<file path="src/rtl/sync_fifo_pkg.sv">
// sync_fifo_pkg: default geometry shared by the FIFO and its storage
package sync_fifo_pkg;
  localparam int default_data_width = 16;
  localparam int default_addr_width = 2;
endpackage

</file>
<file path="src/rtl/sync_fifo_mem.sv">
// sync_fifo_mem: word array with synchronous write, asynchronous read and reset-to-zero
module sync_fifo_mem
  import sync_fifo_pkg::*;
#(
  parameter int data_width = default_data_width,
  parameter int addr_width = default_addr_width
) (
  input  logic                  clk,
  input  logic                  rst_n,
  input  logic                  we,
  input  logic [addr_width-1:0] waddr,
  input  logic [data_width-1:0] wdata,
  input  logic [addr_width-1:0] raddr,
  output logic [data_width-1:0] rdata
);
  localparam int depth = 1 << addr_width;
  logic [data_width-1:0] mem [depth];
  always_ff @(posedge clk or negedge rst_n)
    if (!rst_n)
      for (int i = 0; i < depth; i++) mem[i] <= '0;
    else if (we)
      mem[waddr] <= wdata;
  assign rdata = mem[raddr];
endmodule

</file>
<file path="src/rtl/sync_fifo.sv">
// sync_fifo: single-clock first-word-fall-through FIFO with registered full/empty flags
module sync_fifo
  import sync_fifo_pkg::*;
#(
  parameter int data_width = default_data_width,
  parameter int addr_width = default_addr_width
) (
  input  logic                  clk,
  input  logic                  rst_n,
  input  logic [data_width-1:0] wdata,
  input  logic                  winc,
  input  logic                  rinc,
  output logic [data_width-1:0] rdata,
  output logic                  wfull,
  output logic                  rempty
);
  logic [addr_width:0] wptr, rptr, wptr_nx, rptr_nx;
  logic wr_en, rd_en;
  assign wr_en = winc & ~wfull;
  assign rd_en = rinc & ~rempty;
  assign wptr_nx = wptr + {{addr_width{1'b0}}, wr_en};
  assign rptr_nx = rptr + {{addr_width{1'b0}}, rd_en};
  // flags come from next-state pointers so they move on the same edge as the pointers
  always_ff @(posedge clk or negedge rst_n)
    if (!rst_n) begin
      wptr <= '0;
      rptr <= '0;
      rempty <= 1'b1;
      wfull <= 1'b0;
    end else begin
      wptr <= wptr_nx;
      rptr <= rptr_nx;
      rempty <= wptr_nx == rptr_nx;
      wfull <= (wptr_nx[addr_width-1:0] == rptr_nx[addr_width-1:0]) && (wptr_nx[addr_width] != rptr_nx[addr_width]);
    end
  sync_fifo_mem #(.data_width(data_width), .addr_width(addr_width)) u_mem (
    .clk(clk),
    .rst_n(rst_n),
    .we(wr_en),
    .waddr(wptr[addr_width-1:0]),
    .wdata(wdata),
    .raddr(rptr[addr_width-1:0]),
    .rdata(rdata)
  );
endmodule

</file>
<file path="config.mk">
export PLATFORM = sky130hd
export DESIGN_NAME = sync_fifo
export DESIGN_NICKNAME = d
export VERILOG_FILES = /design/src/rtl/sync_fifo_pkg.sv /design/src/rtl/sync_fifo_mem.sv /design/src/rtl/sync_fifo.sv
export SDC_FILE = /design/constraint.sdc
export NUM_CORES = 1
export LEC_CHECK = 0
export CAP_MARGIN = 20
export CORE_MARGIN = 2
export CORE_UTILIZATION = 42
export DETAILED_ROUTE_END_ITERATION = 10
export GPL_ROUTABILITY_DRIVEN = 0
export SLEW_MARGIN = 10
export SYNTH_ARGS = -nofsm -noshare
export SYNTH_HDL_FRONTEND = slang
export SYNTH_SLANG_ARGS = --single-unit
export TNS_END_PERCENT = 1
</file>
<file path="constraint.sdc">
create_clock -name clk -period 4.7 [get_ports clk]
set_clock_uncertainty 0.05 [all_clocks]
set_input_delay 1.175 -clock clk [delete_from_list [all_inputs] [get_ports clk]]
set_output_delay 1.175 -clock clk [all_outputs]
set_load 0.01 [all_outputs]
</file>
# After elaboration in Yosys (flattened, before gate mapping)
# Index checks and enable logic that the tools add are counted.
# word_totals
reg_bits	72
in_bits	20
out_inout_bits	18
wordCells	30
# classes
add_sub_neg	2
n_lt_le_gt_ge	3
n_eq_ne	3
mux	6
bitwise_logic	6
reduce_logical	2
# op_table
operator	count
64-bit bitwise mux	1
16-bit 2-to-1 mux	3
16-bit binary-select mux with 2-bit select	1
16-bit demux with 2-bit select	1
3-bit by 1-bit adder with 3-bit output	2
3-bit >= comparator, second input constant	2
2-bit inverter with 3-bit output	2
3-bit equality test	1
3-bit by 1-bit < comparator with 1-bit output, second input constant	1
1-bit bitwise AND	2
2-bit equality test	1
1-bit logical AND	2
1-bit inverter	2
1-bit inequality test	1

# Logic depth before layout (Yosys ltp)
# Gate-level depths: netlist of run 1.
# logic_depth
ltp_word	6
mapped_depth	6

# By module
# A second synthesis of run 1 with hierarchy kept.
# unflattened
cells_unflattened	179
hier_area_um2	3120.5
# modules_own_cells
mod	instances	cells_per_inst	area_per_inst_um2	seq_area_each_um2
sync_fifo_mem	1	156	2792.7	1601.5
sync_fifo	1	23	327.8	201.4

# Worst setup path after synthesis of run 1
# OpenSTA, ideal clock, no wires.
# synth_path
kind	flip-flop to output port
from	reg rptr[0]
to	out rdata[0]
arrival_ns	1.366
slack_ns	2.109
path_stages_with_launch	4
cell_sequence	dfrtp_1 -> buf_4 -> buf_2 -> mux4_2
# synth_via
elab_chain_cells	4
# synth_lines
element	line	rtl
start: declaration	sync_fifo.sv:17	logic [addr_width:0] wptr, rptr, wptr_nx, rptr_nx;
start signal: assignment	sync_fifo.sv:32	rptr <= rptr_nx;
2-bit inverter with 3-bit output (not written as such)	sync_fifo_mem.sv:23	assign rdata = mem[raddr];
16-bit binary-select mux with 2-bit select	sync_fifo_mem.sv:23	
16-bit 2-to-1 mux (not written as such) (2 in a row)	sync_fifo_mem.sv:23	
end: declaration	sync_fifo.sv:13	output logic [data_width-1:0] rdata,
# Every way passes these cells. The select of a mux whose other input is x is not followed.

# Final worst setup path of run 1
# layout_path
from	reg rptr[0]
to	out rdata[7]
# Same word-level chain as after synthesis.

==> metrics.md, run 1 <==
| Metric | Value |
|---|---|
| Reg2Reg Setup Slack | 2.69 ns |
| Critical path startpoint category | flip-flop |
| Worst-path clk slew | 0.07 ns |
| Clock tree buffer depth | 2 |
| Row cnt | 31 |
| Congestion Overflow GR | 0 |
| Initial Util | 0.434 |
| Final setup violation count | 0 |
| Share of cells above drive strength 1 | 0.458 |
| Reg2reg path depth | 6 |
| Outcome | finished, final reports clean |
| Final Hold Violating Endpoints | 0 |
| Sink Count | 72 |
| Mean Syn Cell Area | 17.4 sq um |
| CP Buf/Inv Count | 2 |
| Worst-margin pin slew | 0.974 ns |
| Die Height | 90.6 um |
| DRT iter0 DRCs | 82 |
| Worst path slowest cell | dfrtp_1 |
| Die area | 8210 sq um |
| TritonRoute pass-1 iters | 4 |
| DR WL/cell | 19.1 um |
| Dpl cells | 309 |
| CP arrival | 2.35 ns |
| Hpwl dp | 3990 um |
| Commonest non-fill, non-tap cell in the layout | dfrtp_1 |
| Ys Warns | 0 |
| Vias per inst | 5.22 |
| WHS Path Cells | 1 |
| CP required | 3.47 ns |
| Worst setup startpoint | rptr[0]$_DFF_PN0_ |
| Synth Net Count | 205 |
| Levels on crit path | 3 |
| Pin count of the biggest net entering global routing | 53 |
| Worst stage delay on the critical path | 0.75 ns |
| Crit Path Max Fanout | 9 |
| Leakage | 1.54 nW |
| Die X | 90.6 um |
| Hold_sp | wptr[2]$_DFF_PN0_ |
| Register area share after synthesis | 0.572 |
| Worst min path class | flip-flop to flip-flop |
| Post-CTS Hold Buffers | 0 |
| CP endpoint kind | output pin |
| Syn Std Cell Area | 3150 sq um |
| Port bufs | 37 |
| Core ar. | 7250 sq um |
| Maximum operating frequency | 0.279 GHz |
| Post-CTS Resized | 0 |
| R2r endpoint | rempty$_DFF_PN1_ |
| Max VDD drop | 344 uV |
| WL final | 6180 um |
| CTS buffer count | 9 |
| Post-route ant nets | 0 |
| CTS tree | built |
| Max Cap Viol | 0 |
| Clock Latency Late Sink | 0.33 ns |
| Final core area utilization | 0.518 |
| Post-CTS Setup Inserts | 0 |
| Hold_ws | 0.436 ns |
| Worst reg2reg path startpoint | rptr[0]$_DFF_PN0_ |
| DRC viols | 0 |
| Root Buffer | clkbuf_8 |
| RSZ-0062 raised after global routing | false |
| Final critical-path required period | 3.58 ns |
| Count of state elements after synthesis | 72 |
| Area Overhead vs Synth | 19.2% |
| Final period util | 0.761 |
| I/O Pins | 38 |
| Initial antenna violation count | 0 |
| CP delay by family, top | flip-flops |
| # nets final | 245 |
| Routed via count | 1691 |
| Final Non-Filler Cells | 324 |
| First-pass GRT wire length | 10300 um |
| Pwr/cell area | 757 nW/um^2 |
| Max Slew Vio Count | 0 |
| Htree depth | 3 |
| Rel. slew slack | 0.350 |
| GRT Resource Usage Total | 0.166 |
| Most frequent cells in the layout | 71 x dfrtp_1, 63 x mux2_2, 36 x clkdlybuf4s50_1 |
| Ant. Diodes | 0 |
| Synth cell types | 21 |
| Worst path cell trace | buf_8 > mux4_2 > clkdlybuf4s50_1 |
| Vias in the first global route | 1940 |
| Setup TNS | 0 ns |
| Critical path class | flip-flop to output pin |
| Mapped Cells | 181 |
| Setup crit end | rdata[7] |
kinds of logic after synthesis:
group,synth area share
flops,0.572
fa+ha+maj,0.0159
mux,0.344
xor+xnor,0.0139
simple gates,0.0262
buf+inv,0.0274
worst min-delay path by stage:
stage / to / slack [ns]
floorplan: wptr[2]$_DFF_PN0_ / 0.40
global placement: wptr[2]$_DFF_PN0_ / 0.42
detailed placement: wptr[2]$_DFF_PN0_ / 0.43
CTS: wptr[2]$_DFF_PN0_ / 0.44
global route: u_mem.mem[60]$_DFFE_PN0P_ / 0.47
finish: wptr[2]$_DFF_PN0_ / 0.44
routing by layer:
layer / share of wire / track usage / routed length, um / vias to the layer above
li1: - / - / - / 743
met1: 0.45 / 0.216 / 2790 / 905
met2: 0.50 / 0.267 / 3100 / 37
met3: 0.037 / 0.0459 / 228 / 6
met4: 0.011 / 0.0615 / 67 / 0
met5: 0 / 0 / 0 / -
registers in the layout, indices dropped and copies added, names as in the netlist:
register and cells:
rptr 3, u_mem.mem 64, wfull 1, wptr 3, rempty 1
where the power goes:
part	total [mW]	switching [mW]	leakage, nW	internal, mW
logic	1.25	0.431	0.604	0.817
clock network	0.436	0.220	0.0882	0.216
registers	1.16	0.223	0.852	0.937
total	2.84	0.874	1.54	1.97
final cells by class:
cell class	instances	area [sq um]
multi-input cells	98	1260
well taps	99	124
flip-flops and latches	72	1800
clock inverters	3	17.5
fillers	617	3500
inverters	1	3.75
repair buffers	39	390
clock buffers	12	155
worst reg2reg max path: cells and delay by family (launching register included):
kind,cells,cell delay (ns)
XOR/XNOR,2,0.45
adder cells (fa/ha/maj),2,0.40
AND/OR/NAND/NOR,1,0.17
flip-flops,1,0.61
buffers and inverters,1,0.27
cell usage after synthesis, drive strengths merged:
cell type	number	area [sq um]
and3b	2	20.0
buf	9	77.6
clkbuf	1	5.00
dfrtp	71	1780
dfstp	1	26.3
ha	4	50.1
inv	1	3.75
mux2	64	724
mux4	16	360
nand2	1	3.75
nand3	1	10.0
nor2	1	3.75
nor2b	3	26.3
nor3b	1	18.8
xnor2	3	26.3
xor2	2	17.5
through the flow:
step | worst slack [ns] | instance area, sq um | power [mW]
after CTS | 1.06 | 3750 | 2.88
after floorplan | 2.11 | 3150 | 1.94
after detailed placement | 1.39 | 3580 | 2.44
after global routing | 0.998 | 3750 | 3.02
after global placement | 1.17 | 3560 | 2.35
final | 1.12 | 3750 | 2.84
(Power assumes the default switching activity.)
==> run 2: changes to the inputs <==
==> constraint.sdc (replaced) <==
create_clock -name clk -period 3.6 [get_ports clk]
set_clock_uncertainty 0.05 [all_clocks]
set_input_delay 0.9 -clock clk [delete_from_list [all_inputs] [get_ports clk]]
set_output_delay 0.9 -clock clk [all_outputs]
set_load 0.01 [all_outputs]
==> run 2 against run 1 <==
Net effect:
- register-to-register slack worse by 0.83 ns
- flip-flop and latch count did not move
- count of clock-buffer cells in the layout fell by 1
- critical path depth stayed put
- first-iteration DRC count fell by 51%
- wire length fell by 3.7%
- global-route usage decreased by 0.73 points
- final cell count rose by 0.93%
- via count increased by 0.77%
- total power rose by 33%
==> metrics.md, run 2 (synthesis gave the netlist of run 1 again) <==
| Metric | Value |
|---|---|
| Worst-margin pin slew | 0.885 ns |
| Root Buffer | clkbuf_8 |
| CTS buffer count | 9 |
| Placed cell area | 3600 sq um |
| Port bufs | 37 |
| Commonest non-fill, non-tap cell in the layout | dfrtp_1 |
| DRC viols | 0 |
| Outcome | finished, final reports clean |
| I/O Pins | 38 |
| Share of cells above drive strength 1 | 0.465 |
| Die X | 90.6 um |
| Sink Count | 72 |
| Htree depth | 3 |
| Final Cell Area | 3800 sq um |
| Post-CTS Setup Inserts | 0 |
| GRT Resource Usage Total | 0.159 |
| Worst stage delay on the critical path | 0.53 ns |
| Worst-path clk slew | 0.08 ns |
| Clock tree buffer depth | 2 |
| Row cnt | 31 |
| CP endpoint kind | output pin |
| Die Height | 90.6 um |
| Clock Latency Late Sink | 0.33 ns |
| Post-CTS Resized | 0 |
| Max FFs per register | 64 |
| Final Hold Violating Endpoints | 0 |
| Top flop regs | u_mem.mem (64), rptr (3), wptr (3) |
| Post-route ant nets | 0 |
| Leakage | 1.57 nW |
| Core ar. | 7250 sq um |
| Worst path cell trace | buf_12 > mux4_2 > clkdlybuf4s50_1 |
| CP arrival | 2.11 ns |
| Max Slew Vio Count | 0 |
| Final critical-path required period | 3.06 ns |
| Max VDD drop | 461 uV |
| CP required | 2.65 ns |
| Hpwl dp | 3910 um |
| # nets final | 247 |
| Vias in the first global route | 1968 |
| Final period util | 0.849 |
| Area of the multi-input gates | 1260 sq um |
| Pin count of the biggest net entering global routing | 73 |
| DR WL/cell | 18.2 um |
| Post-CTS Hold Buffers | 0 |
| TritonRoute pass-1 iters | 4 |
| Congestion Overflow GR | 0 |
| Storage cell area | 1800 sq um |
| CP Buf/Inv Count | 2 |
| First-pass GRT wire length | 10000 um |
| Fillcell total | 611 |
| Critical path class | flip-flop to output pin |
| DRT iter0 DRCs | 40 |
| Die area | 8210 sq um |
| Routed via count | 1704 |
| Vias per inst | 5.21 |
| Most frequent cells in the layout | 71 x dfrtp_1, 63 x mux2_2, 36 x clkdlybuf4s50_1 |
| RSZ-0062 raised after global routing | false |
| Setup TNS | 0 ns |
| Critical path startpoint category | flip-flop |
| Reg with most FFs | u_mem.mem |
| Worst min path class | flip-flop to flip-flop |
| Pwr/cell area | 993 nW/um^2 |
| Final setup violation count | 0 |
| Rel. slew slack | 0.410 |
| Area Overhead vs Synth | 20.5% |
| WL final | 5950 um |
| Ant. Diodes | 0 |
| CTS tree | built |
| Worst path slowest cell | dfrtp_1 |
| Hold_ws | 0.421 ns |
| Crit Path Max Fanout | 13 |
| CP delay by family, top | buffers and inverters |
| Initial Util | 0.434 |
| Maximum operating frequency | 0.327 GHz |
| Max Cap Viol | 0 |
| Initial antenna violation count | 0 |
run 2: changes by cell type in the layout (fill, tap and decap cells not counted), sizes merged:
cell and change:
clkbuf -1, clkinv +1, buf +2, bufinv +1
run 2: report_power, final:
part / internal [mW] / leakage, nW / switching [mW]
Sequential: 1.23 / 0.852 / 0.241
Combinational: 1.08 / 0.615 / 0.592
Clock: 0.338 / 0.0993 / 0.295
run 2: routing by layer:
layer	up-vias	GRT usage	part of all wire
met5	-	0	0
met4	0	0.0628	0.011
met3	8	0.0359	0.033
met2	41	0.263	0.52
met1	907	0.203	0.44
li1	748	-	-
run 2: worst paths after layout:
| check | from | endpoint | slack [ns] | cells after the start |
|---|---|---|---|---|
| setup / recovery | rptr[0]$_DFF_PN0_ | rdata[7] | 0.54 | 3 |
| hold / removal | wptr[2]$_DFF_PN0_ | wptr[2]$_DFF_PN0_ | 0.42 | 1 |
| setup reg to reg | wfull$_DFF_PN0_ | u_mem.mem[53]$_DFFE_PN0P_ | 1.86 | 4 |
| hold reg to reg | wptr[2]$_DFF_PN0_ | wptr[2]$_DFF_PN0_ | 0.42 | 1 |
| max in group asynchronous | rst_n | u_mem.mem[35]$_DFFE_PN0P_ | 2.21 | 2 |
| min in group asynchronous | rst_n | u_mem.mem[46]$_DFFE_PN0P_ | 0.73 | 2 |
run 2: stage by stage:
stage	power, mW	util	worst slack (ns)	cells
CTS	3.83	0.524	0.500	327
detailed placement	3.19	0.496	0.870	311
finish	3.77	0.524	0.542	327
floorplan	2.54	-	1.28	181
global placement	3.11	0.496	0.885	311
global route	4.01	0.524	0.429	327
run 2: layout make-up:
cell class,instances,area share
Sequential cell,72,0.475
Clock buffer,11,0.0372
Inverter,1,0.000988
Timing Repair Buffer,41,0.107
Multi-Input combinational cell,98,0.332
Tap cell,99,0.0326
Clock inverter,5,0.0148
==> run 3: changes to the inputs <==
--- a/config.mk
+++ b/config.mk
@@ -10,6 +10,7 @@
 export CORE_UTILIZATION = 42
 export DETAILED_ROUTE_END_ITERATION = 10
 export GPL_ROUTABILITY_DRIVEN = 0
+export PLACE_DENSITY = 0.65
 export SLEW_MARGIN = 10
 export SYNTH_ARGS = -nofsm -noshare
 export SYNTH_HDL_FRONTEND = slang
==> constraint.sdc (replaced) <==
create_clock -name clk -period 2.8 [get_ports clk]
set_clock_uncertainty 0.05 [all_clocks]
set_input_delay 0.7 -clock clk [delete_from_list [all_inputs] [get_ports clk]]
set_output_delay 0.7 -clock clk [all_outputs]
set_load 0.01 [all_outputs]
==> run 3 against run 2 <==
Net effect:
- final area up 2.2%
- final cell count up 0.92%
- wire length is 9.6% lower
- critical path type unchanged
- largest power group unchanged
==> metrics.md, run 3 (synthesis gave the netlist of run 1 again) <==
| Metric | Value |
|---|---|
| TritonRoute pass-1 iters | 4 |
| Port bufs | 37 |
| Leakage | 1.61 nW |
| Worst path cell trace | buf_6 > mux4_2 > clkdlybuf4s50_1 |
| Switch Pwr | 1.42 mW |
| Final Hold Violating Endpoints | 0 |
| Root Buffer | clkbuf_8 |
| Setup TNS | 0 ns |
| Pwr/cell area | 1290 nW/um^2 |
| Reg with most FFs | u_mem.mem |
| Sink Count | 72 |
| Max FFs per register | 64 |
| Clock Latency Late Sink | 0.34 ns |
| DR WL/cell | 16.3 um |
| Pin count of the biggest net entering global routing | 73 |
| Critical path startpoint category | flip-flop |
| Most frequent cells in the layout | 71 x dfrtp_1, 63 x mux2_2, 36 x clkdlybuf4s50_1 |
| Rel. slew slack | 0.689 |
| Post-CTS Setup Inserts | 0 |
| DRT iter0 DRCs | 91 |
| Top flop regs | u_mem.mem (64), rptr (3), wptr (3) |
| CP arrival | 1.93 ns |
| Worst-margin pin slew | 0.466 ns |
| Die X | 90.6 um |
| Vias per inst | 5.07 |
| CTS tree | built |
| Max Slew Vio Count | 0 |
| Core ar. | 7250 sq um |
| Die Height | 90.6 um |
| Die area | 8210 sq um |
| Fillcell total | 614 |
| Commonest non-fill, non-tap cell in the layout | dfrtp_1 |
| Critical path class | flip-flop to output pin |
| Worst path slowest cell | mux4_2 |
| Congestion Overflow GR | 0 |
| RSZ-0062 raised after global routing | false |
| Ant. Diodes | 0 |
| Area Overhead vs Synth | 23.2% |
| Reg2Reg Setup Slack | 1.12 ns |
| CTS buffer count | 9 |
| Row cnt | 31 |
| WL final | 5380 um |
| Seq pwr share | 0.368 |
| Max Cap Viol | 0 |
| Clk pwr share | 0.195 |
| Hpwl dp | 3500 um |
| Hold_ws | 0.304 ns |
| First-pass GRT wire length | 9270 um |
| GRT Resource Usage Total | 0.147 |
| I/O Pins | 38 |
| CP delay by family, top | buffers and inverters |
| DRC viols | 0 |
| Worst stage delay on the critical path | 0.54 ns |
| Comb pwr share | 0.437 |
| CP Buf/Inv Count | 2 |
| Initial antenna violation count | 0 |
| Clock tree buffer depth | 2 |
| Final core area utilization | 0.535 |
| P_int | 3.58 mW |
| CP required | 2.05 ns |
| Final period util | 0.958 |
| Net Sw Frac | 0.285 |
| Worst-path clk slew | 0.07 ns |
| Routed via count | 1673 |
| Outcome | finished, final reports clean |
| Maximum operating frequency | 0.373 GHz |
| Post-route ant nets | 0 |
| Share of cells above drive strength 1 | 0.476 |
| Vias in the first global route | 1807 |
| CP endpoint kind | output pin |
| Final setup violation count | 0 |
| # nets final | 250 |
| Max VDD drop | 628 uV |
| Worst min path class | input port to asynchronous set/reset pin |
| Htree depth | 3 |
| Crit Path Max Fanout | 11 |
| Initial Util | 0.434 |
| Final critical-path required period | 2.68 ns |
==> run 3: metrics by stage <==
| step | power (mW) | cells | setup slack [ns] | area (sq um) |
|---|---|---|---|---|
| after floorplan | 3.26 | 181 | 0.684 | 3150 |
| after global placement | 4.03 | 314 | 0.370 | 3630 |
| after detailed placement | 4.07 | 314 | 0.356 | 3630 |
| after CTS | 5.06 | 330 | 0.0233 | 3880 |
| after global routing | 5.32 | 330 | 0.00426 | 3880 |
| final | 5.00 | 330 | 0.117 | 3880 |
==> run 3: final timing paths <==
check	startpoint	endpoint	cells after the start
max in group asynchronous	rst_n	rempty$_DFF_PN1_	2
max reg2reg	rptr[0]$_DFF_PN0_	rempty$_DFF_PN1_	6
min	rst_n	u_mem.mem[61]$_DFFE_PN0P_	2
max	rptr[0]$_DFF_PN0_	rdata[3]	3
min in group clk	wptr[2]$_DFF_PN0_	wptr[2]$_DFF_PN0_	1
min reg2reg	wptr[2]$_DFF_PN0_	wptr[2]$_DFF_PN0_	1
==> run 3: per-layer routing <==
metal | share of wire | up-vias | track usage
li1 | - | 759 | -
met1 | 0.46 | 874 | 0.201
met2 | 0.48 | 34 | 0.220
met3 | 0.050 | 6 | 0.0584
met4 | 0.010 | 0 | 0.0346
met5 | 0 | - | 0
==> run 3: timing repair <==
action	CTS	global route
gates resized for setup	0	1
endpoints found under the hold margin	0	0
endpoints found under the setup margin	0	11
hold buffers	0	0
==> run 3: area by class of cell <==
type	count	area, sq um	share of cell area
Clock inverter	7	120	0.0309
Inverter	1	3.75	0.000967
Clock buffer	9	124	0.0319
Timing Repair Buffer	44	447	0.115
Sequential cell	72	1800	0.464
Tap cell	99	124	0.0319
Multi-Input combinational cell	98	1260	0.325
==> run 3: worst reg2reg max path, stage by stage, from the launching register on <==
cell and delay, ns:
dfrtp_1 0.39, buf_4 0.18, ha_1 0.21, ha_1 0.19
xnor2_1 0.23, xor2_1 0.20, nor2b_1 0.16
==> run 3: power by group through the flow <==
| stage | registers, mW | logic [mW] | clock network (mW) |
|---|---|---|---|
| 3_3_place_gp | 1.84 | 2.19 | 0 |
| 4_1_cts | 1.84 | 2.22 | 1.00 |
| 3_5_place_dp | 1.86 | 2.21 | 0 |
| 6_report | 1.84 | 2.18 | 0.975 |
| 2_1_floorplan | 1.78 | 1.49 | 0 |
| 5_1_grt | 1.91 | 2.35 | 1.06 |
